==> src/rtl/muldiv_pkg.sv <==
// Shared constants and types for the sequential HI/LO multiply/divide unit.
// MULDIV_SIGNED_EN enables signed MULT/DIV and the magnitude helper below.
package muldiv_pkg;

   localparam int unsigned WIDTH = 32;
   localparam int unsigned ITERS = 32;
   localparam int unsigned CNT_W = 5;
   localparam logic [CNT_W-1:0] LAST_ITER = CNT_W'(ITERS - 1);

   localparam logic [2:0] OP_MULTU = 3'd0;
   localparam logic [2:0] OP_DIVU  = 3'd1;
   localparam logic [2:0] OP_MULT  = 3'd2;
   localparam logic [2:0] OP_DIV   = 3'd3;
   localparam logic [2:0] OP_MTHI  = 3'd4;
   localparam logic [2:0] OP_MTLO  = 3'd5;

   typedef enum logic [1:0] {
      S_IDLE,
      S_MUL,
      S_DIV,
      S_FIN
   } state_e;

`ifdef MULDIV_SIGNED_EN
   function automatic logic [WIDTH-1:0] mag(input logic [WIDTH-1:0] v);
      return v[WIDTH-1] ? -v : v;
   endfunction
`endif

endpackage

==> src/rtl/muldiv_core.sv <==
// Shift/accumulate datapath: radix-2 shift-add multiply and restoring divide,
// one bit per step. {hi_o,lo_o} holds product, or remainder/quotient.
module muldiv_core #(
   parameter int unsigned W = 32
) (
   input  logic         clk,
   input  logic         load_mul_i,
   input  logic         load_div_i,
   input  logic         step_mul_i,
   input  logic         step_div_i,
   input  logic [W-1:0] a_i,
   input  logic [W-1:0] b_i,
   output logic [W-1:0] hi_o,
   output logic [W-1:0] lo_o
);

   logic [W-1:0] hi_q, hi_d;
   logic [W-1:0] lo_q, lo_d;
   logic [W-1:0] opd_q, opd_d;
   logic [W:0]   sum;
   logic [W:0]   shifted;

   always_comb begin
      hi_d    = hi_q;
      lo_d    = lo_q;
      opd_d   = opd_q;
      sum     = {1'b0, hi_q} + (lo_q[0] ? {1'b0, opd_q} : '0);
      shifted = {hi_q, lo_q[W-1]};
      if (load_mul_i) begin
         // lo holds the multiplier and is shifted out as product bits shift in
         hi_d  = '0;
         lo_d  = b_i;
         opd_d = a_i;
      end else if (load_div_i) begin
         hi_d  = '0;
         lo_d  = a_i;
         opd_d = b_i;
      end else if (step_mul_i) begin
         hi_d = sum[W:1];
         lo_d = {sum[0], lo_q[W-1:1]};
      end else if (step_div_i) begin
         if (shifted >= {1'b0, opd_q}) begin
            hi_d = W'(shifted - {1'b0, opd_q});
            lo_d = {lo_q[W-2:0], 1'b1};
         end else begin
            hi_d = shifted[W-1:0];
            lo_d = {lo_q[W-2:0], 1'b0};
         end
      end
   end

   always_ff @(posedge clk) begin
      hi_q  <= hi_d;
      lo_q  <= lo_d;
      opd_q <= opd_d;
   end

   assign hi_o = hi_q;
   assign lo_o = lo_q;

endmodule

==> src/rtl/muldiv_seq.sv <==
// Sequential MIPS-style HI/LO multiply/divide unit: FSM, counter, HI/LO, handshake.
// Define MULDIV_SIGNED_EN to make MULT/DIV signed; otherwise they alias MULTU/DIVU.
module muldiv_seq #(
   parameter int unsigned WIDTH = 32
) (
   input  logic             clk,
   input  logic             reset,
   input  logic             op_valid,
   output logic             op_ready,
   input  logic [2:0]       op,
   input  logic [WIDTH-1:0] rs,
   input  logic [WIDTH-1:0] rt,
   input  logic             cancel,
   input  logic             hilo_rd,
   output logic [WIDTH-1:0] hi,
   output logic [WIDTH-1:0] lo,
   output logic             busy,
   output logic             stall,
   output logic             done,
   output logic             div_zero
);

   import muldiv_pkg::*;

   state_e           state_q;
   logic [CNT_W-1:0] cnt_q;
   logic [WIDTH-1:0] hi_q, lo_q;
   logic             done_q, dz_q;

   logic             accept, is_mul, is_div, rt_zero;
   logic [WIDTH-1:0] opa, opb, core_hi, core_lo, res_hi, res_lo;

   assign op_ready = (state_q == S_IDLE) && !reset;
   assign busy     = (state_q != S_IDLE) && !reset;
   assign stall    = hilo_rd && busy;
   assign done     = done_q && !reset;
   assign div_zero = dz_q && !reset;
   assign hi       = hi_q;
   assign lo       = lo_q;

   assign accept  = op_valid && op_ready;
   assign is_mul  = (op == OP_MULTU) || (op == OP_MULT);
   assign is_div  = (op == OP_DIVU) || (op == OP_DIV);
   assign rt_zero = (rt == '0);

`ifdef MULDIV_SIGNED_EN
   logic              sgn_op;
   logic              neg_res_q, neg_rem_q, was_mul_q;
   logic [2*WIDTH-1:0] prod;

   assign sgn_op = (op == OP_MULT) || (op == OP_DIV);
   assign opa    = sgn_op ? mag(rs) : rs;
   assign opb    = sgn_op ? mag(rt) : rt;

   always_ff @(posedge clk) begin
      if (accept) begin
         neg_res_q <= sgn_op && (rs[WIDTH-1] ^ rt[WIDTH-1]);
         neg_rem_q <= sgn_op && rs[WIDTH-1];
         was_mul_q <= is_mul;
      end
   end

   // The datapath works on magnitudes; signs are restored only when committing
   always_comb begin
      prod   = {core_hi, core_lo};
      res_hi = core_hi;
      res_lo = core_lo;
      if (was_mul_q) begin
         if (neg_res_q) prod = -prod;
         res_hi = prod[2*WIDTH-1:WIDTH];
         res_lo = prod[WIDTH-1:0];
      end else begin
         if (neg_res_q) res_lo = -core_lo;
         if (neg_rem_q) res_hi = -core_hi;
      end
   end
`else
   assign opa    = rs;
   assign opb    = rt;
   assign res_hi = core_hi;
   assign res_lo = core_lo;
`endif

   muldiv_core #(
      .W (WIDTH)
   ) u_core (
      .clk        (clk),
      .load_mul_i (accept && is_mul),
      .load_div_i (accept && is_div && !rt_zero),
      .step_mul_i (state_q == S_MUL),
      .step_div_i (state_q == S_DIV),
      .a_i        (opa),
      .b_i        (opb),
      .hi_o       (core_hi),
      .lo_o       (core_lo)
   );

   always_ff @(posedge clk) begin
      if (reset) begin
         state_q <= S_IDLE;
         cnt_q   <= '0;
         hi_q    <= '0;
         lo_q    <= '0;
         done_q  <= 1'b0;
         dz_q    <= 1'b0;
      end else begin
         done_q <= 1'b0;
         dz_q   <= 1'b0;
         unique case (state_q)
            S_IDLE: begin
               if (accept) begin
                  cnt_q <= '0;
                  if (is_mul) begin
                     state_q <= S_MUL;
                  end else if (is_div && rt_zero) begin
                     state_q <= S_FIN;
                     done_q  <= 1'b1;
                     dz_q    <= 1'b1;
                  end else if (is_div) begin
                     state_q <= S_DIV;
                  end else if (op == OP_MTHI) begin
                     hi_q <= rs;
                  end else if (op == OP_MTLO) begin
                     lo_q <= rs;
                  end
               end
            end
            S_MUL, S_DIV: begin
               if (cancel) begin
                  state_q <= S_IDLE;
               end else begin
                  cnt_q <= cnt_q + CNT_W'(1);
                  if (cnt_q == LAST_ITER) begin
                     state_q <= S_FIN;
                     done_q  <= 1'b1;
                  end
               end
            end
            S_FIN: begin
               state_q <= S_IDLE;
               if (!dz_q) begin
                  hi_q <= res_hi;
                  lo_q <= res_lo;
               end
            end
            default: state_q <= S_IDLE;
         endcase
      end
   end

endmodule
==> config.mk <==
export PLATFORM = sky130hd
export DESIGN_NAME = muldiv_seq
export DESIGN_NICKNAME = d
export VERILOG_FILES = /design/src/rtl/muldiv_pkg.sv /design/src/rtl/muldiv_core.sv /design/src/rtl/muldiv_seq.sv
export SDC_FILE = /design/constraint.sdc
export NUM_CORES = 1
export LEC_CHECK = 0
export CORE_UTILIZATION = 55
export CTS_BUF_LIST = sky130_fd_sc_hd__clkbuf_4 sky130_fd_sc_hd__clkbuf_8
export CTS_CLUSTER_DIAMETER = 100
export DETAILED_ROUTE_END_ITERATION = 10
export PLACE_DENSITY = 0.79
export SLEW_MARGIN = 20
export SYNTH_ARGS = -nofsm -noshare
export SYNTH_HDL_FRONTEND = slang
export SYNTH_SLANG_ARGS = --single-unit
export TNS_END_PERCENT = 5
==> constraint.sdc <==
create_clock -name clk -period 5.9 [get_ports clk]
set_input_delay 1.18 -clock clk [delete_from_list [all_inputs] [get_ports clk]]
set_output_delay 1.18 -clock clk [all_outputs]
set_load 0.1 [all_outputs]
==> summary.md, run 1 <==
| Metric | Value |
|---|---|
| Worst-Skew Late Latency | 0.47 ns |
| Mux share of post-synthesis cell area | 0.07523 |
| TritonCTS clock tree | built |
| Post-CTS setup buffer count | 0 |
| GPL Wtd Cong | 0.9343 |
| Max cap viols | 0 |
| Critical path peak fanout | 1 |
| Synth cell types | 75 |
| Setup Skew | 0.01477 ns |
| Share of cells above drive strength 1 | 0.06953 |
| Mapped Area | 0.01209 mm2 |
| IO Pins | 141 |
| Layout Nets | 1669 |
| Avg Inst Size Synth | 8.345 um2 |
| Largest net degree at the start of global routing | 99 |
| Cts hold-fix bufs | 0 |
| Cts bufs inserted | 17 |
| Cells after Synth | 1449 |
| Die H | 150.3 um |
| Compound-Gate Fraction of Synth Area | 0.2523 |
| DR iter-0 viols | 890 |
| Final hold violations | 0 |
| Post-synth EDFFs | 64 |
| Startpoint types | primary input |
| Tmin final | 4.040 ns |
| Slew Limit Headroom | 0.2940 |
| Final worst path period share | 0.6848 |
| Max-slew violation count | 0 |
| Die Span X | 150.3 um |
| Critical path type | primary input to primary output |
| Post-synthesis async set-or-reset flop share | 0 |
| ANT cells | 0 |
| Yosys warns | 0 |
| Drt first pass iters | 5 |
| Die Area | 0.02258 mm2 |
| Crit path DAT | 2.86 ns |
| P&R area growth vs syn | 15.67% |
| Vias in the first global route | 10.38k |
| Clock buffer depth | 2 |
| Post_cts resized | 0 |
| #FFs+latches synth | 169 |
| Site Rows | 53 |
| Post-DP HPWL | 26120 um |
| Tot GR Track Use | 0.3090 |
| Htree depth | 4 |
| Synth Area in Simple Gates | 0.1754 |
| Setup Viol. Count Final | 0 |
| Initial antenna violation count | 0 |
| Sequential area share after synthesis | 0.3328 |
| Required time of the critical path | 4.72 ns |
| XOR/XNOR Fraction of Synth Area | 0.03984 |
| Core Footprint | 0.02129 mm2 |
| Setup TNS | 0 ns |
| Post-route ant nets | 0 |
| Top_reg_cell synth | dfxtp_1 |
| Worst-margin pin slew | 1.057 ns |
| Vias | 11.25k |
| Unrepaired setup endpoints after global routing | false |
| CP endpoint kind | primary output |
| PortBufs | 140 |
| Clk slew on worst S/H paths | 0.09 ns |
| Post-synthesis adder-cell area fraction | 0.07471 |
| CTS root buf | clkbuf_8 |
| Fmax | 0.2475 GHz |
| Vias per inst | 6.204 |
| Status | finished, final reports clean |
| DR DRC count | 0 |
| Total grt overflow | 0 |
| Main combinational cell family by area after synthesis | compound AO/OA/AOI/OAI gates |
| Mapped Nets | 1592 |
| CTS Sinks | 169 |
| Final wirelength | 34930 um |
| Hold crit path type | flip-flop to flip-flop |
| First-pass GRT wire length | 54010 um |
| Routed length per placed instance | 19.26 um |
| Starting density of the core | 0.5680 |
## through the flow
step / worst slack [ns] / instances / cell area (um2) / util / hold slack [ns]
2_1_floorplan: 1.171 / 1449 / 12090 / - / 0.4506
3_3_place_gp: 1.737 / 1782 / 13590 / 0.6385 / 0.4628
3_5_place_dp: 1.654 / 1782 / 13590 / 0.6385 / 0.4670
4_1_cts: 1.858 / 1814 / 13990 / 0.6570 / 0.4795
5_1_grt: 1.645 / 1814 / 13990 / 0.6570 / 0.5075
6_report: 1.860 / 1814 / 13990 / 0.6570 / 0.4765
## placed cells by master, fill, tap and decap left out, types with 6 or more instances in the layout
| cell | count |
|---|---|
| edfxtp_1 | 64 |
| xor2_1 | 22 |
| dfxtp_1 | 105 |
| a21o_1 | 24 |
| o21a_1 | 12 |
| ha_1 | 67 |
| a31oi_1 | 9 |
| mux2_1 | 14 |
| clkbuf_8 | 18 |
| nand4_1 | 15 |
| a311oi_2 | 6 |
| and3_1 | 6 |
| buf_4 | 12 |
| o21bai_1 | 10 |
| nor2_1 | 138 |
| nor4_1 | 14 |
| inv_1 | 56 |
| a21oi_1 | 137 |
| a211oi_1 | 80 |
| and2_1 | 36 |
| o31ai_1 | 6 |
| nand2_1 | 129 |
| nor3_1 | 10 |
| o21ai_1 | 8 |
| o21ai_0 | 104 |
| o22ai_1 | 9 |
| clkdlybuf4s50_1 | 139 |
| mux2i_1 | 38 |
| nor2b_1 | 41 |
| nand3_1 | 14 |
| mux2_2 | 33 |
| o211ai_1 | 10 |
| nand2b_1 | 24 |
| xnor2_1 | 33 |
## kinds of logic (layout without fill, tap and decap cells)
kind of cell / count (synthesis) / in the layout
AOI/OAI and AO/OA: 472 / 472
xor gates and xnor gates: 55 / 55
adders and majority gates: 71 / 71
buffers and inverters: 151 / 241
DFF: 169 / 169
muxes: 85 / 85
and+or+nand+nor: 446 / 446
## routing by layer
layer  routed length (um)  track usage  vias up  part of all wire
li1                     -            -     5414                 -
met1                14160       0.3795     5280              0.41
met2                17320       0.5302      463              0.50
met4                 1418       0.1404        0             0.041
met3                 2036      0.04848       97             0.058
met5                    0            0        -                 0
## layout make-up
| cell class | instances | area (um2) |
|---|---|---|
| clock buffers | 19 | 255.2 |
| clock inverters | 13 | 138.9 |
| fillers | 1757 | 7301 |
| inverters | 57 | 214.0 |
| multi-input cells | 1129 | 7523 |
| flip-flops and latches | 169 | 4024 |
| well taps | 275 | 344.1 |
| repair buffers | 152 | 1486 |
## synthesized netlist by cell type, types with 10 or more instances
master | n | area, um2
a21o_1 | 24 | 180.2
xnor2_1 | 33 | 289.0
mux2_2 | 33 | 371.6
o21ai_0 | 104 | 520.5
o21a_1 | 12 | 90.09
mux2i_1 | 38 | 380.4
edfxtp_1 | 64 | 1922
nand2_1 | 129 | 484.2
xor2_1 | 22 | 192.7
nand3_1 | 14 | 70.07
a211oi_1 | 80 | 600.6
inv_1 | 56 | 210.2
ha_1 | 69 | 863.3
nor3_1 | 10 | 50.05
nor4_1 | 14 | 87.58
nor2_1 | 139 | 521.8
mux2_1 | 14 | 157.7
a21oi_1 | 140 | 700.7
o211ai_1 | 10 | 75.07
nand4_1 | 15 | 93.84
o21bai_1 | 10 | 75.07
clkbuf_1 | 84 | 315.3
nand2b_1 | 24 | 150.1
nor2b_1 | 41 | 256.5
and2_1 | 36 | 225.2
dfxtp_1 | 105 | 2102
## registers in the layout, indices dropped and copies added (netlist names)
| signal | flops |
|---|---|
| cnt_q | 5 |
| done_q | 1 |
| state_q | 2 |
| lo | 32 |
| dz_q | 1 |
| u_core.hi_o | 32 |
| u_core.opd_q | 32 |
| hi | 32 |
| u_core.lo_o | 32 |
## final timing paths
| path | cells past startpoint | start | slack, ns | to |
|---|---|---|---|---|
| min reg2reg | 2 | cnt_q[4] | 0.48 | cnt_q[4] |
| min | 2 | cnt_q[4] | 0.48 | cnt_q[4] |
| max reg2reg | 13 | u_core.lo_o[0] | 1.87 | u_core.hi_o[27] |
| max | 3 | hilo_rd | 1.86 | stall |
## critical path: stages
cell	delay, ns
clkdlybuf4s50_1	0.44
and2_1	0.11
clkdlybuf4s50_1	1.13
Power of run 1 is not shown: default switching activity piles up to over one toggle a cycle in this logic, so the estimate is an artifact.
==> run 2, diff against run 1 <==
- clock period: 5.9 -> 4.11 ns (I/O delays scaled with it)
==> run 2 against run 1 <==
  * Register-to-register slack worse by 1.4 ns
  * Wire length down 0.60%
  * Non-clock buffer count up 6
  * Critical endpoint is now u_core.hi_o[27]
  * Count of clock-buffer cells in the layout down 2
  * Final cell count up 0.39%
  * Core utilization up 0.31 points
  * Critical path type is now flip-flop to flip-flop
  * Cell area up 0.47%
  * First-iteration DRC count unchanged
  * Die area unchanged
  * Sequential cell count unchanged
  * Via count down 0.34%
==> summary.md, run 2 (synthesis gave the netlist of run 1 again) <==
| Metric | Value |
|---|---|
| Status | finished, final reports clean |
| CP endpoint kind | flip-flop |
| Die Area | 0.02258 mm2 (unchanged) |
| Starting density of the core | 0.5680 (unchanged) |
| Cell family with most CP delay | compound AO/OA/AOI/OAI gates |
| Crit-path cells | and2_1, ha_1, fa_1, a211oi_1, nor2_1, o31ai_2, buf_4, o21bai_1, a221o_1, a41oi_1, o21ai_0, xnor2_1, a311oi_1 |
| Most frequent cells in the layout | nor2_1 (138), a21oi_1 (137), clkdlybuf4s50_1 (134) |
| Setup Viol. Count Final | 0 (unchanged) |
| Most common cell after layout, fill and taps aside | nor2_1 |
| TritonCTS clock tree | built |
| Routed length per placed instance | 19.07 um (-0.98%) |
| DR iter-0 viols | 890 (unchanged) |
| First-pass GRT wire length | 53340 um (-1.2%) |
| Site Rows | 53 (unchanged) |
| Share of cells above drive strength 1 | 0.07638 (+0.006850) |
| Startpoint types | flip-flop |
| Fmax | 0.2777 GHz |
| Final worst path period share | 0.8761 |
| Final hold violations | 0 (unchanged) |
| Post-DP HPWL | 26270 um (+0.55%) |
| Layout Nets | 1675 (+0.36%) |
| Critical path peak fanout | 5 (+4) |
| Total grt overflow | 0 (unchanged) |
| Worst-Skew Late Latency | 0.47 ns (about the same) |
| Core Footprint | 0.02129 mm2 (unchanged) |
| Tot GR Track Use | 0.3055 (-0.003543) |
| Max cap viols | 0 (unchanged) |
| Slowest cell on crit path | edfxtp_1 |
| Max-slew violation count | 0 (unchanged) |
| Vias in the first global route | 10.31k (-0.61%) |
| Drt first pass iters | 5 (unchanged) |
| CTS Sinks | 169 (unchanged) |
| Clk slew on worst S/H paths | 0.10 ns (about the same) |
| Critical path type | flip-flop to flip-flop |
| Hold path startpoint | cnt_q[4] |
| RR Startpoint | u_core.lo_o[0] |
| Final std cells w/o fill | 1821 (+0.39%) |
| Vias per inst | 6.159 (-0.72%) |
| Htree depth | 4 (unchanged) |
| Layout Utilization | 0.6601 (+0.003056) |
| IO Pins | 141 (unchanged) |
| Unrepaired setup endpoints after global routing | false |
| PortBufs | 140 (unchanged) |
| CP Launch Point | u_core.lo_o[0] |
| Post-route ant nets | 0 (unchanged) |
| P&R area growth vs syn | 16.20% |
| Cts bufs inserted | 17 (unchanged) |
| Die Span X | 150.3 um (unchanged) |
| Fillers | 1789 (+1.8%) |
| Cts hold-fix bufs | 0 (unchanged) |
| Final worst slack | 0.5092 ns (-1.351 ns) |
| Hold crit path type | flip-flop to flip-flop |
| DR DRC count | 0 (unchanged) |
| Die H | 150.3 um (unchanged) |
| Placed cells | 1788 (+0.34%) |
| Largest net degree at the start of global routing | 98 (-1.0%) |
| Setup Skew | 0.01845 ns (+0.003680 ns) |
| Tmin final | 3.601 ns |
| Initial antenna violation count | 1 (+1) |
| CTS root buf | clkbuf_8 |
| Vias | 11.22k (-0.34%) |
| Crit path DAT | 3.97 ns (+1.11 ns) |
| Post-CTS setup buffer count | 0 (unchanged) |
| Worst-margin pin slew | 1.051 ns (-0.005352 ns) |
| Crit path buffers/inverters | 1 (-1) |
| Post_cts resized | 0 (unchanged) |
| GPL Wtd Cong | 0.9180 (-1.7%) |
| Clock buffer depth | 2 (unchanged) |
| Setup TNS | 0 ns (unchanged) |
| Required time of the critical path | 4.48 ns (-0.24 ns) |
| Slowest cell delay on critical path | 0.46 ns (-0.67 ns) |
| Final wirelength | 34720 um (-0.60%) |
| Slew Limit Headroom | 0.2969 (+0.002943) |
| Post-Place Worst Slack | 0.5456 ns (-1.108 ns) |
## run 2: cell type report
class                   count  area [um2]  area share
clock buffers              17       234.0     0.01665
inverters                  57       214.0     0.01523
flip-flops and latches    169        4024      0.2864
clock inverters            15       140.1    0.009973
diodes                      1       2.502   0.0001781
repair buffers            158        1569      0.1117
multi-input cells        1129        7523      0.5354
well taps                 275       344.1     0.02449
## run 2: final timing paths
check / end / slack, ns / cells after the start
worst max-delay path: u_core.hi_o[27] / 0.51 / 13
worst min-delay path: cnt_q[4] / 0.48 / 2
worst max register to register: u_core.hi_o[27] / 0.51 / 13
worst min register to register: cnt_q[4] / 0.48 / 2
## run 2: metrics by stage
stage               hold WS, ns  area (um2)
floorplan                0.4506       12090
global placement         0.4597       13670
detailed placement       0.4663       13670
CTS                      0.4824       14050
global route             0.5140       14050
finish                   0.4792       14050
## run 2: worst reg2reg max path, stage by stage (launching register included)
cell	delay [ns]
edfxtp_1	0.46
and2_1	0.17
ha_1	0.22
fa_1	0.43
a211oi_1	0.23
nor2_1	0.12
o31ai_2	0.19
buf_4	0.17
o21bai_1	0.13
a221o_1	0.39
a41oi_1	0.41
o21ai_0	0.19
xnor2_1	0.15
a311oi_1	0.28
## run 2: metal layers
layer  track usage  part of all wire  routed length [um]
met2        0.5173              0.48               16810
met4        0.1460             0.043                1499
met3       0.04576             0.059                2059
met5             0                 0                   0
met1        0.3794              0.41               14350
Power of run 2 is left out for the same reason.
